**config.mk**
```make
export PLATFORM = sky130hd
export DESIGN_NAME = parity_frame_acc
export DESIGN_NICKNAME = d
export VERILOG_FILES = /design/src/rtl/parity_frame_acc.sv
export SDC_FILE = /design/constraint.sdc
export NUM_CORES = 1
export LEC_CHECK = 0
export CELL_PAD_IN_SITES_DETAIL_PLACEMENT = 1
export CELL_PAD_IN_SITES_GLOBAL_PLACEMENT = 2
export CORE_ASPECT_RATIO = 1.1
export CORE_UTILIZATION = 31
export DETAILED_ROUTE_END_ITERATION = 10
export PLACE_DENSITY_LB_ADDON = 0.05
export SLEW_MARGIN = 20
export SYNTH_ARGS = -nofsm -noshare
export SYNTH_HDL_FRONTEND = slang
export SYNTH_SLANG_ARGS = --single-unit
```
**constraint.sdc**
```tcl
create_clock -name clk -period 2.1 [get_ports clk]
set_input_delay 0.21 -clock clk [delete_from_list [all_inputs] [get_ports clk]]
set_output_delay 0.21 -clock clk [all_outputs]
set_load 0.05 [all_outputs]
```
**src/rtl/parity_frame_acc.sv**
```systemverilog
// parity_frame_acc: accumulates parity over a framed word stream and reports
// the frame parity (even/odd), the frame length and a mismatch flag against
// the transmitted parity bit.
//
// Optional feature macro: PARITY_ERR_CNT_EN (adds the err_cnt port/counter).
//
// Ports:
//   clk, rst_n        clock, asynchronous active-low reset
//   odd_mode          0 = even, 1 = odd parity; sampled on the first beat
//   in_valid/in_ready input word handshake
//   in_data           WIDTH-bit data word
//   in_last           final word of a frame
//   in_par            transmitted parity bit (last beat only)
//   out_valid/out_ready result handshake
//   out_parity        computed frame parity
//   out_err           out_parity != captured in_par
//   out_len           words in the frame, saturating at 2^CNT_W-1
//   err_cnt           saturating count of erroneous frames (feature only)
module parity_frame_acc #(
  parameter int unsigned WIDTH     = 8,
  parameter int unsigned CNT_W     = 8,
  parameter int unsigned ERR_CNT_W = 16
) (
  input  logic             clk,
  input  logic             rst_n,
  input  logic             odd_mode,
  input  logic             in_valid,
  output logic             in_ready,
  input  logic [WIDTH-1:0] in_data,
  input  logic             in_last,
  input  logic             in_par,
  output logic             out_valid,
  input  logic             out_ready,
  output logic             out_parity,
  output logic             out_err,
  output logic [CNT_W-1:0] out_len
`ifdef PARITY_ERR_CNT_EN
  ,
  output logic [ERR_CNT_W-1:0] err_cnt
`endif
);

  localparam logic [CNT_W-1:0] CNT_MAX = '1;

  // Elaboration-time parameter sanity check.
  if (WIDTH < 1 || CNT_W < 1 || ERR_CNT_W < 1) begin : g_param_check
    $error("parity_frame_acc: WIDTH, CNT_W and ERR_CNT_W must be >= 1");
  end

  typedef enum logic [1:0] {
    S_IDLE,
    S_ACC,
    S_RESULT
  } state_t;

  state_t           state, state_d;
  logic             acc, acc_d;
  logic [CNT_W-1:0] cnt, cnt_d;
  logic             mode_r, mode_d;
  logic             in_ready_d;
  logic             out_valid_d, out_parity_d, out_err_d;
  logic [CNT_W-1:0] out_len_d;

  logic             beat;
  logic             word_par;
  logic             mode_eff;
  logic             frame_par;
  logic [CNT_W-1:0] cnt_sat;

  assign beat      = in_valid && in_ready;
  assign word_par  = ^in_data;
  // A single-word frame has no earlier beat to have latched the mode.
  assign mode_eff  = (state == S_IDLE) ? odd_mode : mode_r;
  assign frame_par = acc ^ word_par ^ mode_eff;
  assign cnt_sat   = (cnt == CNT_MAX) ? cnt : cnt + CNT_W'(1);

  // State and datapath registers.
  always_ff @(posedge clk or negedge rst_n) begin
    if (!rst_n) begin
      state      <= S_IDLE;
      acc        <= 1'b0;
      cnt        <= '0;
      mode_r     <= 1'b0;
      in_ready   <= 1'b0;
      out_valid  <= 1'b0;
      out_parity <= 1'b0;
      out_err    <= 1'b0;
      out_len    <= '0;
    end else begin
      state      <= state_d;
      acc        <= acc_d;
      cnt        <= cnt_d;
      mode_r     <= mode_d;
      in_ready   <= in_ready_d;
      out_valid  <= out_valid_d;
      out_parity <= out_parity_d;
      out_err    <= out_err_d;
      out_len    <= out_len_d;
    end
  end

  // Next-state and registered-output logic.
  always_comb begin
    state_d      = state;
    acc_d        = acc;
    cnt_d        = cnt;
    mode_d       = mode_r;
    out_valid_d  = out_valid;
    out_parity_d = out_parity;
    out_err_d    = out_err;
    out_len_d    = out_len;

    case (state)
      S_IDLE: begin
        if (beat) begin
          if (in_last) begin
            out_valid_d  = 1'b1;
            out_parity_d = frame_par;
            out_err_d    = frame_par ^ in_par;
            out_len_d    = cnt_sat;
            state_d      = S_RESULT;
          end else begin
            acc_d   = word_par;
            cnt_d   = CNT_W'(1);
            mode_d  = odd_mode;
            state_d = S_ACC;
          end
        end
      end
      S_ACC: begin
        if (beat) begin
          acc_d = acc ^ word_par;
          cnt_d = cnt_sat;
          if (in_last) begin
            out_valid_d  = 1'b1;
            out_parity_d = frame_par;
            out_err_d    = frame_par ^ in_par;
            out_len_d    = cnt_sat;
            state_d      = S_RESULT;
          end
        end
      end
      S_RESULT: begin
        if (out_ready) begin
          out_valid_d = 1'b0;
          acc_d       = 1'b0;
          cnt_d       = '0;
          state_d     = S_IDLE;
        end
      end
      default: state_d = S_IDLE;
    endcase

    in_ready_d = (state_d != S_RESULT);
  end

`ifdef PARITY_ERR_CNT_EN
  logic [ERR_CNT_W-1:0] err_cnt_d;

  // Saturating count of result handshakes that carried an error.
  always_comb begin
    err_cnt_d = err_cnt;
    if (out_valid && out_ready && out_err && (err_cnt != '1)) begin
      err_cnt_d = err_cnt + ERR_CNT_W'(1);
    end
  end

  always_ff @(posedge clk or negedge rst_n) begin
    if (!rst_n) begin
      err_cnt <= '0;
    end else begin
      err_cnt <= err_cnt_d;
    end
  end
`endif

endmodule

```
## Word level (Yosys, flattened, before mapping)

Index checks and enable logic that the tools add are counted.

- Bits in registers: 24
- Bits of input ports: 15
- Output and inout bits: 12
- Word-level logic and storage cells: 55

- $add $sub $neg: 1
- Equality and inequality tests: 10
- Muxes and demuxes: 21
- Bitwise gates (word level): 4
- Reduce and logical (&&, ||, !) cells: 10

Operators by type and width:

| kind | count |
|---|---|
| 8-bit two-way mux | 5 |
| 8-bit one-hot mux with 3 select lines | 1 |
| 2-bit two-way mux | 5 |
| 2-bit != test, second input constant | 5 |
| 8-bit by 1-bit adder with 8-bit output, second input constant | 1 |
| 8-bit == test, second input constant | 1 |
| 8-bit parity | 1 |
| 1-bit two-way mux | 7 |
| 2-bit one-hot mux with 3 select lines | 1 |
| 3-bit AND reduction | 2 |
| 5-bit AND reduction | 1 |
| 2-bit by 1-bit != test with 1-bit output, second input constant | 2 |
| 4-bit AND reduction | 1 |
| 1-bit one-hot mux with 3 select lines | 1 |
| 3-bit nonzero test | 1 |
| 1-bit XOR | 3 |
| 2-bit by 1-bit == test with 1-bit output, second input constant | 1 |
| 2-bit == test, second input constant | 1 |
| 2-bit logical NOT | 1 |
| 1-bit one-hot mux with 2 select lines | 1 |
| 2-bit nonzero test | 1 |
| 2-bit OR reduction | 1 |
| 1-bit logical AND | 1 |
| 1-bit NOT | 1 |

## Depth between registers and ports, before layout

Gate-level depths: netlist (run 1).

- Depth in word-level cells: 4
- Gate-level depth with buffers: 10
- Depth with buffers taken out: 7

## Least setup slack after synthesis (run 1)

OpenSTA, ideal clock, no wires.

- Path type: flip-flop to flip-flop
- Start: register in_ready
- End: register cnt[7]
- Library setup time: 0.082 ns
- Arrival time: 1.730 ns
- Required time: 2.018 ns
- Path slack: 0.288 ns
- Cell stages (with the launch flop): 8
- Buffers on the path: 2
- Period minus slack after synthesis: 1.812 ns
- Cells stage by stage: dfrtp_1 -> nand2_1 -> o21ai_0 -> and3_1 -> buf_2 -> buf_4 -> nand3_1 -> o22ai_1

- Word-level cells in the longest chain between the ends: 3
- Elaborated cells on any way between the ends: 4
- Those cells by class: eq/ne: 2; reduce/logical: 2

Ends and longest elaborated chain:

| element | RTL line | RTL |
|---|---|---|
| start: declaration | 28 | `output logic in_ready,` |
| start signal: assignment | 94 | `in_ready <= in_ready_d;` |
| 1-bit logical AND (*) | 70 | `assign beat = in_valid && in_ready;` |
| 2-bit != test (no source line) | - |  |
| 5-bit AND reduction (no source line) (*) | - |  |
| end signal: assignment | 92 | `cnt <= cnt_d;` |
| end: declaration | 58 | `logic [CNT_W-1:0] cnt, cnt_d;` |

Mark *: on every way between the ends. The rest lies on a longest branch, timed or not.
A chain may end at the register's enable or synchronous reset.

## Final worst setup path (run 1)

- Start: register state[0]
- End: register in_ready

- Elaborated cells on any way between the ends: 9
- Those cells by class: eq/ne: 3; mux: 5; reduce/logical: 1

RTL lines:

| element | RTL line | RTL |
|---|---|---|
| start: declaration | 56 | `state_t state, state_d;` |
| start signal: assignment | 90 | `state <= state_d;` |
| 2-bit == test, or another cell as far along | 113 | `case (state)` |
| 2-bit one-hot mux with 3 select lines (*) | 113 |  |
| named net state_d[1] | 56 |  |
| 2-bit != test (*) | 154 | `in_ready_d = (state_d != S_RESULT);` |
| named net in_ready_d | 60 | `logic in_ready_d;` |

Mark *: on every way through the listed nets, which the timed path passes. The rest lies on a longest branch.

==> results.md, run 1 <==
- Syn. warnings: 0
- Num ports: 27
- CTS tree: yes
- Cts repair resizes: 0
- Final wirelength: 3.58 mm
- Reg clk slew, reported paths: 0.08 ns
- RSZ-0062 raised after global routing: false
- Initial antenna violation count: 0
- Max VDD drop: 0.717 mV
- Sw Share: 45.2%
- Synth Area in Simple Gates: 16.4%
- Vias in the first global route: 1325
- Port Buffer Count: 26
- Largest net degree at the start of global routing: 25
- Endpoints failing setup: 0
- Post-CTS setup repair buffer count: 0
- Die extent in y: 72.5 um
- 1st-iter DRT viols: 68
- CTS H-tree depth: 1
- Pwr/cell area: 1250 mW/mm^2
- N_diodes: 0
- Slowest cell on the critical path: dfrtp_1
- Seq pwr share: 30.8%
- Cell Area, Placed: 0.00175 sq mm
- Worst Path Max Fanout: 6
- Via Count: 1228
- Largest family of logic cells by synthesized area: compound AO/OA/AOI/OAI gates
- Core area: 0.00432 sq mm
- Compound-Gate Fraction of Synth Area: 19.3%
- Max Cap Viol: 0
- Setup Crit Path Kind: flop to flop
- Int Power: 1.23 mW
- Cell row count: 25
- Crit-path max cell delay: 0.45 ns
- Clock Skews: 0.00269 ns
- Max Buffers Root-to-Sink: 2
- Combinational cell fraction of total power: 56.9%
- Seq/Total Area, Yosys: 42.9%
- Clock Latency Late Sink: 0.26 ns
- Footprint of the multi-input gates: 751 sq um
- Post-synthesis register bit count: 24
- NetSw: 1.02 mW
- Worst setup EP type: flop
- Final Max Tran Viols: 0
- Num Clock Sinks: 24
- Routed Antenna Nets: 0
- Clock network fraction of design power: 12.3%
- Final Hold Vio Count: 0
- Mean Syn Cell Area: 9.22 sq um
- Post-route worst setup slack: 0.190 ns
- Final instance area: 0.00180 sq mm
- Setup TNS: 0 ns
- Final period util: 91.0%
- Starting density of the core: 32.5%
- Cell variety after synth: 35
- Mapped Cells: 152
- Fill count: 513
- Slew headroom: 66.0%
- Family with the most delay on the worst path: simple AND/OR/NAND/NOR gates
- CTS root buffer: clkbuf_8
- TritonCTS buffer count: 3
- Gr ovfl total: 0
- Mapped Area: 0.00140 sq mm
- Wire length per cell: 15.2 um
- Max Fclk: 524 MHz
- Number of remaining DRC errors: 0
- Sequential cell area: 601 sq um
- Critical Path RT: 2.25 ns
- CP arrival: 2.06 ns
- Layout Nets: 204
- Post-DP HPWL: 2.65 mm
- Outcome: complete, no violations
- Worst Tran Pin Value: 0.508 ns
- Pre-CTS WS: 0.141 ns
- Syn_nets: 173
- First-pass GRT wire length: 6.07 mm
- DRT Pass-1 Iters: 4
- Mux contribution to synthesized area: 2.14%
- CP Buf/Inv Count: 1
- Die W: 66.1 um
- CP startpoint kind: flop
- Proportion of layout cells with a drive suffix above 1: 9.94%
- Minimum clock period: 1.91 ns
- P_leak: 0.774 nW
- Overall die area: 0.00479 sq mm
- P&R area growth vs syn: 28.4%
- CTS Hold Bufs: 0
- Synth Area in XOR/XNOR: 9.64%
- Worst path cell trace: inv_1, ha_1, nor2b_2, a21oi_1, or2_2, a221oi_1, nand2_1
- Synth Area in Adders: 5.36%
- GPL Wtd Cong: 0.750
- Vias/cell: 5.23
- Total GRT Usage: 16.5%
- Worst Hold Class: input port to async pin
[state kept, by name, indices dropped and copies added (netlist names)]
| register | flops |
|---|---|
| cnt | 8 |
| out_len | 8 |
| state | 2 |
| acc | 1 |
| in_ready | 1 |
| mode_r | 1 |
| out_err | 1 |
| out_parity | 1 |
| out_valid | 1 |
[through the flow]
step           std cells  hold WS [ns]  total power, mW  utilization, %
2_1_floorplan        152       -0.0856             1.56               -
3_3_place_gp         232         0.460             1.92            40.5
3_5_place_dp         232         0.475             1.97            40.5
4_1_cts              235         0.323             2.26            41.4
5_1_grt              235         0.345             2.42            41.7
6_report             235         0.313             2.25            41.7
[layout make-up]
type / instances / area share (%)
multi-input combinational: 114 / 41.7
timing repair buffer: 33 / 17.4
sequential: 24 / 33.4
inverter: 7 / 1.46
clock buffer: 3 / 2.29
tap: 54 / 3.76
[synthesized netlist by cell type, drive strengths merged]
cell type	count	share of area [%]
a221o	1	0.71
nand2	19	5.1
buf	4	1.6
nor3	2	0.71
xor2	2	1.3
dfrtp	24	43
nor2b	1	0.45
a21o	1	0.54
nand3b	1	0.54
nand4	1	0.45
xnor3	1	1.6
a31o	1	0.63
nand3	9	3.6
a32o	2	1.4
ha	6	5.4
inv	7	1.9
a22o	1	0.63
a221oi	3	1.9
a41oi	1	0.63
o21ai	18	6.4
and3	6	2.7
a21oi	11	3.9
or2	2	0.89
o21bai	2	1.1
o22ai	2	0.89
clkbuf	3	0.80
nor4	1	0.45
xnor2	10	6.8
o31ai	1	0.54
nor2	6	1.6
mux2i	3	2.1
[cells in the final DEF (no fill, tap or decap), types with 2 or more instances in the layout]
cell,synthesis,routed
clkdlybuf4s50_1,0,26
dfrtp_1,24,24
nand2_1,19,19
o21ai_0,17,17
a21oi_1,11,11
xnor2_1,9,9
nand3_1,8,8
inv_1,7,7
buf_4,1,7
nor2_1,6,6
ha_1,6,6
and3_1,6,5
mux2i_1,3,3
clkbuf_8,0,3
or2_2,2,2
a221oi_1,3,2
nor3_1,2,2
xor2_1,2,2
o21bai_1,2,2
a32o_1,2,2
o22ai_1,2,2
[per-layer routing]
metal	track usage, %	up-vias	wire length [um]
li1	-	597	-
met5	0	-	0
met3	2.20	2	72
met1	19.1	616	1470
met2	31.1	13	2020
met4	4.73	0	15
[final timing paths]
path	startpoint	to	slack [ns]	cells after the start
setup reg to reg	state[0]	in_ready	0.19	7
max in group asynchronous	rst_n	cnt[1]	1.54	2
min in group clk	out_len[5]	out_len[5]	0.49	2
hold / removal	rst_n	out_len[3]	0.31	2
hold reg to reg	out_len[5]	out_len[5]	0.49	2
setup / recovery	state[0]	in_ready	0.19	7
[power by group through the flow]
stage | Sequential, mW | Combinational, mW | Clock (mW)
CTS | 0.686 | 1.28 | 0.293
detailed placement | 0.694 | 1.28 | 0
global placement | 0.685 | 1.24 | 0
floorplan | 0.889 | 0.668 | 0
global route | 0.714 | 1.41 | 0.302
finish | 0.691 | 1.28 | 0.276
[cells by family (layout without fill, tap and decap cells)]
kind of cell | after synthesis | in the layout
adders and majority gates | 6 | 6
DFF | 24 | 24
muxes | 3 | 3
AOI/OAI and AO/OA | 44 | 44
and+or+nand+nor | 48 | 48
buffers and inverters | 14 | 43
xor gates and xnor gates | 13 | 13
Power figures use the tool's default switching activity.
==> run 2, diff against run 1 <==
- CAP_MARGIN: not set -> 20
==> results of run 2 <==
The final DEF is identical to that of run 1; final timing and power are the same.
